$ cat src/rtl/ping_responder.sv
// ping_responder: transponder end of the phase-ping ranging link.
//
// Watches the RF receive strobe for a ping burst and qualifies it by edge
// count. After a fixed turnaround it keys the transmitter for one reply burst,
// then blanks its own receiver for a holdoff interval. The latency from the
// last received edge to the first tx_en cycle is always GAP_MAX + 1 + TURN_DLY,
// so the initiator can subtract it from the measured round trip.
//
// Ports:
//   clk        in   system clock (48 MHz)
//   rst        in   asynchronous active-high reset
//   arm        in   enables detection; low aborts detection and turnaround
//   rx_stb     in   one-cycle strobe per received RF edge
//   tx_en      out  transmitter key, high for exactly BURST_LEN cycles per reply
//   busy       out  high whenever the responder is not idle
//   ping_seen  out  one-cycle pulse when a ping is accepted
//   last_edges out  edge count of the most recently accepted ping (saturates at 255)
//   reply_cnt  out  number of replies started, wraps modulo 2^16
module ping_responder #(
  parameter int DET_MIN   = 4,
  parameter int GAP_MAX   = 16,
  parameter int TURN_DLY  = 100,
  parameter int BURST_LEN = 64,
  parameter int HOLDOFF   = 200,
  parameter int CW        = 16
) (
  input  logic        clk,
  input  logic        rst,
  input  logic        arm,
  input  logic        rx_stb,
  output logic        tx_en,
  output logic        busy,
  output logic        ping_seen,
  output logic [7:0]  last_edges,
  output logic [15:0] reply_cnt
);

  typedef enum logic [2:0] {
    IDLE,
    DETECT,
    TURN,
    REPLY,
    HOLD
  } state_t;

  // Each timer counts 0..N-1 inside its state, so the terminal value is N-1.
  localparam logic [CW-1:0] GAP_LAST   = CW'(GAP_MAX - 1);
  localparam logic [CW-1:0] TURN_LAST  = CW'(TURN_DLY - 1);
  localparam logic [CW-1:0] BURST_LAST = CW'(BURST_LEN - 1);
  localparam logic [CW-1:0] HOLD_LAST  = CW'(HOLDOFF - 1);
  localparam logic [7:0]    DET_MIN8   = 8'(DET_MIN);

  state_t        state, state_nx;
  logic [CW-1:0] timer, timer_nx;
  logic [7:0]    edges, edges_nx;
  logic          tx_en_nx;
  logic          ping_seen_nx;
  logic [7:0]    last_edges_nx;
  logic [15:0]   reply_cnt_nx;

  always_comb begin
    state_nx      = state;
    timer_nx      = timer;
    edges_nx      = edges;
    tx_en_nx      = 1'b0;
    ping_seen_nx  = 1'b0;
    last_edges_nx = last_edges;
    reply_cnt_nx  = reply_cnt;

    case (state)
      IDLE: begin
        timer_nx = '0;
        edges_nx = '0;
        if (arm && rx_stb) begin
          state_nx = DETECT;
          edges_nx = 8'd1;
        end
      end

      DETECT: begin
        if (!arm) begin
          state_nx = IDLE;
          timer_nx = '0;
          edges_nx = '0;
        end else if (rx_stb) begin
          // An edge in the expiry cycle still extends the burst.
          timer_nx = '0;
          if (edges != 8'hFF) edges_nx = edges + 8'd1;
        end else if (timer == GAP_LAST) begin
          timer_nx = '0;
          edges_nx = '0;
          if (edges >= DET_MIN8) begin
            state_nx      = TURN;
            last_edges_nx = edges;
            ping_seen_nx  = 1'b1;
          end else begin
            state_nx = IDLE;
          end
        end else begin
          timer_nx = timer + 1'b1;
        end
      end

      TURN: begin
        if (!arm) begin
          state_nx = IDLE;
          timer_nx = '0;
        end else if (timer == TURN_LAST) begin
          state_nx     = REPLY;
          timer_nx     = '0;
          tx_en_nx     = 1'b1;
          reply_cnt_nx = reply_cnt + 16'd1;
        end else begin
          timer_nx = timer + 1'b1;
        end
      end

      // arm is deliberately ignored: a reply burst is never truncated.
      REPLY: begin
        if (timer == BURST_LAST) begin
          state_nx = HOLD;
          timer_nx = '0;
        end else begin
          tx_en_nx = 1'b1;
          timer_nx = timer + 1'b1;
        end
      end

      // Receiver blanking window; rx_stb and arm are both ignored here.
      HOLD: begin
        if (timer == HOLD_LAST) begin
          state_nx = IDLE;
          timer_nx = '0;
        end else begin
          timer_nx = timer + 1'b1;
        end
      end

      default: begin
        state_nx = IDLE;
        timer_nx = '0;
        edges_nx = '0;
      end
    endcase
  end

  // Outputs are registered from next-state values so they line up with state.
  always_ff @(posedge clk or posedge rst) begin
    if (rst) begin
      state      <= IDLE;
      timer      <= '0;
      edges      <= '0;
      tx_en      <= 1'b0;
      busy       <= 1'b0;
      ping_seen  <= 1'b0;
      last_edges <= '0;
      reply_cnt  <= '0;
    end else begin
      state      <= state_nx;
      timer      <= timer_nx;
      edges      <= edges_nx;
      tx_en      <= tx_en_nx;
      busy       <= (state_nx != IDLE);
      ping_seen  <= ping_seen_nx;
      last_edges <= last_edges_nx;
      reply_cnt  <= reply_cnt_nx;
    end
  end

endmodule

$ cat config.mk
export PLATFORM = sky130hd
export DESIGN_NAME = ping_responder
export DESIGN_NICKNAME = d
export VERILOG_FILES = /design/src/rtl/ping_responder.sv
export SDC_FILE = /design/constraint.sdc
export NUM_CORES = 1
export LEC_CHECK = 0
export CAP_MARGIN = 15
export CORE_MARGIN = 4
export CORE_UTILIZATION = 55
export DETAILED_ROUTE_END_ITERATION = 7
export GPL_TIMING_DRIVEN = 0
export MAX_ROUTING_LAYER = met4
export PLACE_DENSITY = 0.85
export SYNTH_ARGS = -nofsm -noshare
export SYNTH_HDL_FRONTEND = slang
export SYNTH_SLANG_ARGS = --single-unit
$ cat constraint.sdc
create_clock -name clk -period 4.2 [get_ports clk]
set_input_delay 0.42 -clock clk [delete_from_list [all_inputs] [get_ports clk]]
set_output_delay 0.42 -clock clk [all_outputs]
set_load 0.01 [all_outputs]
==> run metrics <==
outcome complete, no violations; Switching Power 0.177 mW; leak pwr 1.38 nW; fin crit period 2.39 ns; post-place setup slack 1.74 ns; # rows 24; WL/cell 15.7 um; total wire length 5.31 mm; Syn Inst Count 248; post-route worst setup slack 1.81 ns; ANT nets after route 0; gp weighted congestion 0.855; first-pass GRT wire length 9.18 mm; largest delay contributor family on the critical path simple AND/OR/NAND/NOR gates; Crit-path slowest cell nor4b_4; asr flop ratio synth 100%; DIE HEIGHT 77.4 um; Critical path buffers and inverters 1; number of buffers added on ports 30; type of the worst setup path reg2reg; Post-synth EDFFs 0; Final Net Count 294; Slew Viols, Final 0; Pre-antenna DRT Iters 4; CP Data Required Time 4.40 ns; Die Wd 77.4 um; fmax 418 MHz; Synth area leader dfrtp_1; hold bufs inserted after CTS 0; DR vias/cell 5.83; H-tree depth 2; Main synth FF type dfrtp_1; pin count of the biggest net entering global routing 44; die area 5990 um^2; initial antenna violation count 0; RSZ-0062 raised after global routing no; Int Pwr 0.778 mW; worst hold slack 0.359 ns; crit path max fanout 10; # fillers 331; CORE AREA 4500 um^2; most common cell after layout, fill and taps aside dfrtp_1; max_cap viols 0; Tcrit/Tclk final 57.0%; Setup crit end kind register; number of global-route vias before repair 1973; syn_nets 256; clock skew 0.00873 ns; share of post-route cells with drive strength above 1 8.01%; Area Overhead vs Synth 19.9%; Slew HR 68.2%; sequential power share 54.3%; CTS Sinks 54; Ports 31; Synth Area per Inst 10.7 um^2; worst min path class in2async; CP Launch Type register; Worst-Margin Slew 0.473 ns; Finish-stage setup viols 0; clock share of power 44.0%; CTS resizes 0; DRC 0; count of final hold-check violations 0; post-CTS setup buffer count 0; critical-path cell list ha_1 -> nor3b_1 -> nand4_2 -> nor2b_4 -> nor4b_4 -> buf_4 -> nor2_1; Clock Latency Late Sink 0.31 ns; 1st-iter DRT viols 142; Vias 1976; top cell type's share of synthesized area 51.0%; switching fraction of total power 18.6%; main area contributors after synthesis dfrtp_1 (51%), xnor2_1 (6.3%), nor2_1 (3.7%); CTS tree done; Peak VDD IR 0.156 mV; power density cells 301 nW/um^2; Clock transition at path regs 0.09 ns; sequential area share after synthesis 51.0%; Setup Total Neg Slack 0 ns; n_diodes 0; clk buf depth 2; Critical Path AT 2.59 ns; Tot GR Track Use 19.4%; Combinational Power Share 1.7%; total grt overflow 0; number of buffers created by CTS 5; CTS root buffer clkbuf_8; Seq cells post-synth 54; Initial Utilization 58.8%; Synth cell types 46; CP max stage delay 0.46 ns; HPWL after DPL 3.79 mm; most frequent cells in the layout dfrtp_1 (54), clkdlybuf4s50_1 (30), nor2_1 (26); YS warnings 0; Syn Std Cell Area 2650 um^2
==> per-stage QoR <==
step	util [%]	cells	cell area [um^2]	total power [mW]
after global routing	70.5	339	3180	0.989
after detailed placement	67.4	331	3030	0.546
after CTS	70.5	339	3180	0.966
after floorplan	-	248	2650	0.538
final	70.5	339	3180	0.956
after global placement	66.9	330	3010	0.544
==> kinds of logic after synthesis <==
family          Yosys count  synth area share (%)
flops                    54                  51.0
simple gates            113                  25.3
compound gates           25                  6.19
buf+inv                  14                  2.27
xor+xnor                 29                  9.59
fa+ha+maj                 4                  1.89
mux                       9                  3.73
==> cells in the mapped netlist, drive strengths merged, types with 2 or more instances <==
cell type	number
a21oi	8
a31oi	3
and2	2
and3	10
and4	2
buf	4
clkbuf	6
dfrtp	54
ha	4
inv	4
mux2	7
mux2i	2
nand2	24
nand2b	2
nand3	15
nand4	13
nor2	26
nor2b	2
nor3	2
nor3b	3
nor4	6
o21a	2
o21ai	4
xnor2	19
xor2	10
==> flip-flops by register name, indices dropped and copies added (netlist names) <==
register and count:
last_edges 8, timer 16, reply_cnt 16, busy 1
edges 8, tx_en 1, state 3, ping_seen 1
==> layer usage <==
layer / track usage, % / share of wire, % / up-vias
li1: - / - / 939
met5: - / 0 / -
met4: 7.47 / 1.3 / 0
met1: 23.1 / 43 / 977
met3: 3.59 / 4.1 / 10
met2: 32.9 / 51 / 50
==> power by group through the flow <==
| stage | registers, mW | clock network [mW] | logic [mW] |
|---|---|---|---|
| floorplan | 0.530 | 0 | 0.00805 |
| global placement | 0.530 | 0 | 0.0142 |
| detailed placement | 0.530 | 0 | 0.0167 |
| CTS | 0.519 | 0.430 | 0.0168 |
| global route | 0.520 | 0.451 | 0.0187 |
| finish | 0.519 | 0.420 | 0.0161 |
==> path summary, 6_finish.rpt <==
check                                    from                        end  slack [ns]  cells past startpoint
setup / recovery           timer[0]$_DFF_PP0_         timer[2]$_DFF_PP0_        1.81                      7
hold / removal                            rst  last_edges[5]$_DFFE_PP0P_        0.36                      2
setup reg to reg           timer[0]$_DFF_PP0_         timer[2]$_DFF_PP0_        1.81                      7
hold reg to reg            timer[0]$_DFF_PP0_         timer[0]$_DFF_PP0_        0.50                      1
max in group asynchronous                 rst         timer[3]$_DFF_PP0_        3.33                      3
min in group clk           timer[0]$_DFF_PP0_         timer[0]$_DFF_PP0_        0.50                      1
==> final cells by class <==
cell class | instances | area, um^2 | share of cell area, %
Buffer | 10 | 45.0 | 1.42
Multi-Input combinational cell | 180 | 1240 | 39.0
Sequential cell | 54 | 1350 | 42.5
Clock buffer | 6 | 82.6 | 2.60
Inverter | 4 | 15.0 | 0.473
Clock inverter | 2 | 60.1 | 1.89
Tap cell | 52 | 65.1 | 2.05
Timing Repair Buffer | 31 | 320 | 10.1
Note: power is estimated with default switching activity, not from simulation.
